===== src/rtl/pipe_queue_64_if.sv =====
// pipe_queue_64_if: ready/valid enqueue/dequeue bundle plus occupancy for pipe_queue_64
interface pipe_queue_64_if #(parameter int WIDTH = 64, parameter int CW = 2);
  logic             io_enq_valid;
  logic [WIDTH-1:0] io_enq_bits_data;
  logic             io_enq_ready;
  logic             io_deq_valid;
  logic [WIDTH-1:0] io_deq_bits_data;
  logic             io_deq_ready;
  logic [CW-1:0]    io_count;
  modport master (
    output io_enq_valid, io_enq_bits_data, io_deq_ready,
    input  io_enq_ready, io_deq_valid, io_deq_bits_data, io_count
  );
  modport slave (
    input  io_enq_valid, io_enq_bits_data, io_deq_ready,
    output io_enq_ready, io_deq_valid, io_deq_bits_data, io_count
  );
endinterface


===== src/rtl/pipe_queue_64.sv =====
// pipe_queue_64: pipe-mode ready/valid FIFO; a full queue accepts a beat when one leaves.
// Define PIPE_QUEUE_COUNT_EN for a live io_count; otherwise io_count is tied to 0.
module pipe_queue_64 #(
  parameter int ENTRIES = 3,
  parameter int WIDTH   = 64,
  localparam int PW     = (ENTRIES > 1) ? $clog2(ENTRIES) : 1,
  localparam int CW     = $clog2(ENTRIES + 1)
) (
  input logic            clock,
  input logic            reset,
  pipe_queue_64_if.slave io
);
  logic [WIDTH-1:0] mem_q [ENTRIES];
  logic [PW-1:0]    enq_ptr_q, enq_ptr_d, deq_ptr_q, deq_ptr_d;
  logic             maybe_full_q, maybe_full_d;
  logic             ptr_match, empty, full, do_enq, do_deq;
  always_comb begin
    ptr_match           = enq_ptr_q == deq_ptr_q;
    empty               = ptr_match & ~maybe_full_q;
    full                = ptr_match & maybe_full_q;
    io.io_deq_valid     = ~empty;
    io.io_deq_bits_data = mem_q[deq_ptr_q];
    io.io_enq_ready     = ~full | io.io_deq_ready;
    do_enq              = io.io_enq_valid & io.io_enq_ready;
    do_deq              = io.io_deq_valid & io.io_deq_ready;
    enq_ptr_d           = !do_enq ? enq_ptr_q : enq_ptr_q == PW'(ENTRIES - 1) ? '0 : enq_ptr_q + 1'b1;
    deq_ptr_d           = !do_deq ? deq_ptr_q : deq_ptr_q == PW'(ENTRIES - 1) ? '0 : deq_ptr_q + 1'b1;
    maybe_full_d        = (do_enq != do_deq) ? do_enq : maybe_full_q;
  end
`ifdef PIPE_QUEUE_COUNT_EN
  always_comb
    io.io_count = full ? CW'(ENTRIES)
                : (enq_ptr_q >= deq_ptr_q) ? CW'(enq_ptr_q) - CW'(deq_ptr_q)
                : CW'(ENTRIES) + CW'(enq_ptr_q) - CW'(deq_ptr_q);
`else
  assign io.io_count = '0;
`endif
  always_ff @(posedge clock) begin
    if (reset) begin
      enq_ptr_q    <= '0;
      deq_ptr_q    <= '0;
      maybe_full_q <= 1'b0;
    end else begin
      enq_ptr_q    <= enq_ptr_d;
      deq_ptr_q    <= deq_ptr_d;
      maybe_full_q <= maybe_full_d;
    end
  end
  // storage is deliberately unreset; pointers alone define what is reachable
  always_ff @(posedge clock)
    if (do_enq) mem_q[enq_ptr_q] <= io.io_enq_bits_data;
endmodule

===== src/flat_wrapper.sv =====
// flat-port wrapper written by rule: the top's interface ports become plain ports
module pipe_queue_64_flat 
#(
  parameter int ENTRIES = 3,
  parameter int WIDTH   = 64,
  localparam int PW     = (ENTRIES > 1) ? $clog2(ENTRIES) : 1,
  localparam int CW     = $clog2(ENTRIES + 1)
)
  (clock, reset, io_io_enq_valid, io_io_enq_bits_data, io_io_deq_ready, io_io_enq_ready, io_io_deq_valid, io_io_deq_bits_data, io_io_count);
  pipe_queue_64_if #(.WIDTH(WIDTH)) io_i ();
  input logic clock;
  input logic reset;
  input wire logic [$bits(io_i.io_enq_valid)-1:0] io_io_enq_valid;
  input wire logic [$bits(io_i.io_enq_bits_data)-1:0] io_io_enq_bits_data;
  input wire logic [$bits(io_i.io_deq_ready)-1:0] io_io_deq_ready;
  output wire logic [$bits(io_i.io_enq_ready)-1:0] io_io_enq_ready;
  output wire logic [$bits(io_i.io_deq_valid)-1:0] io_io_deq_valid;
  output wire logic [$bits(io_i.io_deq_bits_data)-1:0] io_io_deq_bits_data;
  output wire logic [$bits(io_i.io_count)-1:0] io_io_count;
  assign io_i.io_enq_valid = io_io_enq_valid;
  assign io_i.io_enq_bits_data = io_io_enq_bits_data;
  assign io_i.io_deq_ready = io_io_deq_ready;
  assign io_io_enq_ready = io_i.io_enq_ready;
  assign io_io_deq_valid = io_i.io_deq_valid;
  assign io_io_deq_bits_data = io_i.io_deq_bits_data;
  assign io_io_count = io_i.io_count;
  pipe_queue_64 #(.ENTRIES(ENTRIES), .WIDTH(WIDTH)) u_core (.clock(clock), .reset(reset), .io(io_i));
endmodule

===== config.mk =====
export PLATFORM = sky130hd
export DESIGN_NAME = pipe_queue_64_flat
export DESIGN_NICKNAME = d
export VERILOG_FILES = /design/src/rtl/pipe_queue_64_if.sv /design/src/rtl/pipe_queue_64.sv /design/src/flat_wrapper.sv
export SDC_FILE = /design/constraint.sdc
export NUM_CORES = 1
export LEC_CHECK = 0
export BUFFER_PORTS_ARGS = -buffer_cell sky130_fd_sc_hd__buf_2
export CORE_ASPECT_RATIO = 0.7
export CORE_MARGIN = 2
export CORE_UTILIZATION = 35
export CTS_BUF_LIST = sky130_fd_sc_hd__clkbuf_4 sky130_fd_sc_hd__clkbuf_8
export DETAILED_ROUTE_END_ITERATION = 7
export PLACE_DENSITY_LB_ADDON = 0.15
export SETUP_SLACK_MARGIN = 0.15
export SLEW_MARGIN = 20
export SYNTH_ARGS = -nofsm -noshare
export SYNTH_HDL_FRONTEND = slang
export SYNTH_SLANG_ARGS = --single-unit

===== constraint.sdc =====
create_clock -name clock -period 19 [get_ports clock]
set_input_delay 5.7 -clock clock [delete_from_list [all_inputs] [get_ports clock]]
set_output_delay 5.7 -clock clock [all_outputs]
set_load 0.1 [all_outputs]

## After elaboration in Yosys (flattened, before gate mapping)

Memories as Yosys holds them, arrays and structs flattened. A register that Yosys moved wholly into a read port is not among the register bits.
Cells that the tools add are included.

- Register bits after elaboration: 5
- Latch bits: 0
- Memory bits (writable): 192
- Memory bits (read-only): 0
- Bits of input ports: 68
- Word-level logic and storage cells: 24
- Memories: 1

- Add/sub/neg operators: 2
- Multipliers: 0
- Div/mod/pow operators: 0
- $lt $le $gt $ge: 0
- Equality and inequality tests: 4
- Shift operators: 0
- Mux-type cells: 6
- Bitwise logic cells: 8
- Reductions and logical operators: 0

Memory list:

| memory | words | width | rd ports | clocked after Yosys merged registers in | write ports | line | source |
|---|---|---|---|---|---|---|---|
| u_core.mem_q | 3 | 64 | 1 | 1 | 1 | pipe_queue_64.sv:13 | `logic [WIDTH-1:0] mem_q [ENTRIES];` |

Operators by type and width:

| kind | number |
|---|---|
| $mux W2 | 4 |
| $add A2 B1 Y2 const B | 2 |
| $and A1 B1 Y1 | 4 |
| $eq A2 B2 Y1 const B | 2 |
| $not A1 Y1 | 3 |
| $eq A2 B2 Y1 | 1 |
| $mux W1 | 2 |
| $ne A1 B1 Y1 | 1 |
| $or A1 B1 Y1 | 1 |

## Depth between registers and ports, before layout

- Depth in word-level cells: 7
- Depth in mapped cells: 5
- Mapped depth without buffers: 4

## Worst setup path after synthesis

OpenSTA, ideal clock, no wires.

- Kind: input to output
- From: input io_io_deq_ready
- To: output io_io_enq_ready
- Data arrival time: 6539 ps
- Path slack: 6761 ps
- Stages: 3
- Path buffers: 0
- Cells stage by stage: nor2b_1 -> and3_1 -> inv_1

- Word-level cells in the longest chain between the ends: 1

RTL lines:

| what | line | source |
|---|---|---|
| start, declared | flat_wrapper.sv:15 | `input wire logic [$bits(io_i.io_deq_ready)-1:0] io_io_deq_ready;` |
| $or A1 B1 Y1 | pipe_queue_64.sv:23 | `io.io_enq_ready = ~full \| io.io_deq_ready;` |
| end, declared | flat_wrapper.sv:16 | `output wire logic [$bits(io_i.io_enq_ready)-1:0] io_io_enq_ready;` |

No other way between the ends.

## Worst setup path in the final report

Same ends and word-level chain as after synthesis.

==> impl_metrics.csv <==
group,metric,value,unit
floorplan,die_h,127,µm
cts,cts_buffers,17,
sta,finalMaxSlewViolations,0,
global_routing,use_met3,5.46,%
sta,max_freq,80.4,MHz
cells_and_area,multi_input_area,1480,µm²
sta,skew,0.0121,ns
detailed_routing,dr.pass1.iters,5,
yosys,synth_cells,459,
placement,portBuffers,133,
min_path,min_path_cells,2,
detailed_routing,drc,0,
cells_and_area,synthToLayoutAreaGrowth,17.7,%
sta,post-route-period-util,65.5,%
cells_and_area,layout.cells.most_common,"edfxtp_1",
critical_path,crit_fanout,6,
critical_path,cpMostUsedCell,"buf_2",
critical_path,arrival,6.74,ns
pwr,p_leak,2.96,nW
placement,place.gp.congestion,0.769,
cts,clockRootBuffer,"clkbuf_8",
global_routing,grt_pass1_wl,21.7,mm
job,max-cap-violations,0,
critical_path,crit_type,"input port to output port",
critical_path,ff2ff_path_depth,4,
yosys,ys_seq_area_share,78.6,%
critical_path,cp_top_family,"simple AND/OR/NAND/NOR gates",
critical_path,endpoint_kind,"output port",
cts,cts_buffer_depth,2,
sta,hold_viol_final,0,
floorplan,std_cell_rows,44,
global_routing,use_met1,16.3,%
floorplan,dieArea,22700,µm²
cts,tritoncts,"built",
cells_and_area,nNetsFinal,658,
critical_path,max_stage_delay,0.29,ns
detailed_routing,vias,4096,
critical_path,critical_path.cell_chain,"buf_2, nor2b_1, and3_1, inv_1, buf_2",
critical_path,path_buf_inv,3,
sta,tightest_slew,1.00,ns
yosys,yosys_warnings,0,
yosys,postSynthAreaPerCell,16.4,µm²
detailed_routing,routed_via_density,4.64,
pwr,powerDensity,116,nW/µm²
cells_and_area,nFillCells,1927,
critical_path,cp.depth,5,
sta,finalSetupViolations,0,
yosys,synth-seq-cells,199,
detailed_routing,wirelength,14.3,mm
floorplan,fp.dieW,179,µm
sta,rsz0062_at_grt,"no",
pwr,vdd_drop_max,0.0491,mV
floorplan,pin_count,136,
cts,htreeDepth,4,
cells_and_area,drive_above_1_share,29.2,%
yosys,synthDistinctLibCells,32,
detailed_routing,wire_per_inst,16.2,µm
global_routing,grt_use_met2,20.3,%
placement,place_hpwl,8.08,mm
global_routing,grt-ovfl-total,0,
sta,relSlewSlack,33.1,%
detailed_routing,initialDrtViolationCount,285,
cells_and_area,register_area,5910,µm²
floorplan,core_area,20900,µm²
global_routing,grt_pass1_vias,4089,
detailed_routing,ant_nets,0,
run_status,status,"finished clean",
cts,clk_latency,0.44,ns
yosys,synth.cell_area,7510,µm²
global_routing,grt_use_total,12.8,%
cells_and_area,mostFrequentLayoutCells,"edfxtp_1 (192), buf_2 (133), nand2_1 (69)",
cts,clk_pin_slew,0.09,ns
cts,post_cts.repair.setup_buffers,0,
critical_path,cp.required,13.30,ns
cts,ctsHoldBuffers,0,
critical_path,crit_path_top_delay_cell,"and3_1",
global_routing,antenna_found_initial,4,
global_routing,busiest_layer,"met2",
cts,clock_sinks,199,
cts,ctsResizeCount,0,
min_path,hold_path_class,"flop to flop",
sta,tns,0,ns
sta,period_needed,12.44,ns
global_routing,grt_max_degree,66,
cells_and_area,utilization,42.4,%
critical_path,start_kind,"input port",
floorplan,initial_core_util,36.0,%
## report_power, final
group,total [W],internal [W],switching (W)
logic,0.000245,0.0000378,0.000207
clock network,0.000263,0.000120,0.000143
registers,0.000521,0.000509,0.0000124
## metal layers
layer  vias to the layer above  wire, µm
met4                         2        94
met1                      1972      6500
met5                         -        12
met2                       111      6450
met3                        12      1250
li1                       1999         -
## stage by stage
stage / instance area [µm²] / setup slack (ns) / std cells / power [W] / hold slack [ns]
floorplan: 7510 / 6.76 / 460 / 0.000734 / 0.527
global placement: 8450 / 6.64 / 847 / 0.000777 / 0.584
detailed placement: 8450 / 6.57 / 847 / 0.000779 / 0.586
CTS: 8840 / 6.57 / 879 / 0.00104 / 0.601
global route: 8840 / 6.49 / 879 / 0.00107 / 0.649
finish: 8840 / 6.56 / 882 / 0.00103 / 0.604
## synth_stat cells, drive strengths merged
cell type	n	area, µm²
a211o	2	18.8
a21oi	5	25.0
a311oi	1	8.76
a31oi	4	25.0
and3	2	13.8
and4b	4	41.3
buf	11	72.6
clkbuf	15	57.6
conb	1	3.75
dfxtp	7	140
edfxtp	192	5770
inv	3	11.3
mux2i	64	641
nand2	69	259
nand3	1	5.00
nand4	1	6.26
nor2	1	3.75
nor2b	2	12.5
nor3	1	5.00
nor3b	2	15.0
nor4	2	12.5
o21ai	65	325
or2b	1	8.76
or3b	1	8.76
xnor2	2	25.0
## logic make-up after synthesis
| family | synth area share, % |
|---|---|
| flip-flops | 78.6 |
| multiplexers | 8.53 |
| AND/OR/NAND/NOR | 5.21 |
| buffers and inverters | 1.88 |
| other | 0.0499 |
| AO/OA/AOI/OAI | 5.36 |
| XOR/XNOR | 0.333 |
## cell type report
cell class | instances | share of cell area [%]
Sequential cell | 199 | 66.9
Multi-Input combinational cell | 232 | 16.8
Timing Repair Buffer | 137 | 7.87
Tap cell | 276 | 3.90
Clock buffer | 18 | 2.73
Clock inverter | 14 | 1.67
Inverter | 3 | 0.127
Antenna cell | 3 | 0.0849
## tightest hold or removal path: stages (launching register included)
cell and delay, ns:
dfxtp_1 0.37, a21oi_1 0.14, a311oi_1 0.05
## worst paths after layout
kind / start / to / slack [ns]
max: io_io_deq_ready / io_io_enq_ready / 6.56
min: u_core.maybe_full_q / u_core.maybe_full_q / 0.60
max reg2reg: u_core.deq_ptr_q[1] / u_core.mem_q[0][10] / 16.65
min reg2reg: u_core.maybe_full_q / u_core.maybe_full_q / 0.60
## state kept, by name, summed over array words and instances (netlist names), named ones only
signal               flops
u_core.maybe_full_q      1
u_core.deq_ptr_q         2
u_core.enq_ptr_q         2
u_core.mem_q           192
Note: power is estimated with default switching activity, not from simulation.
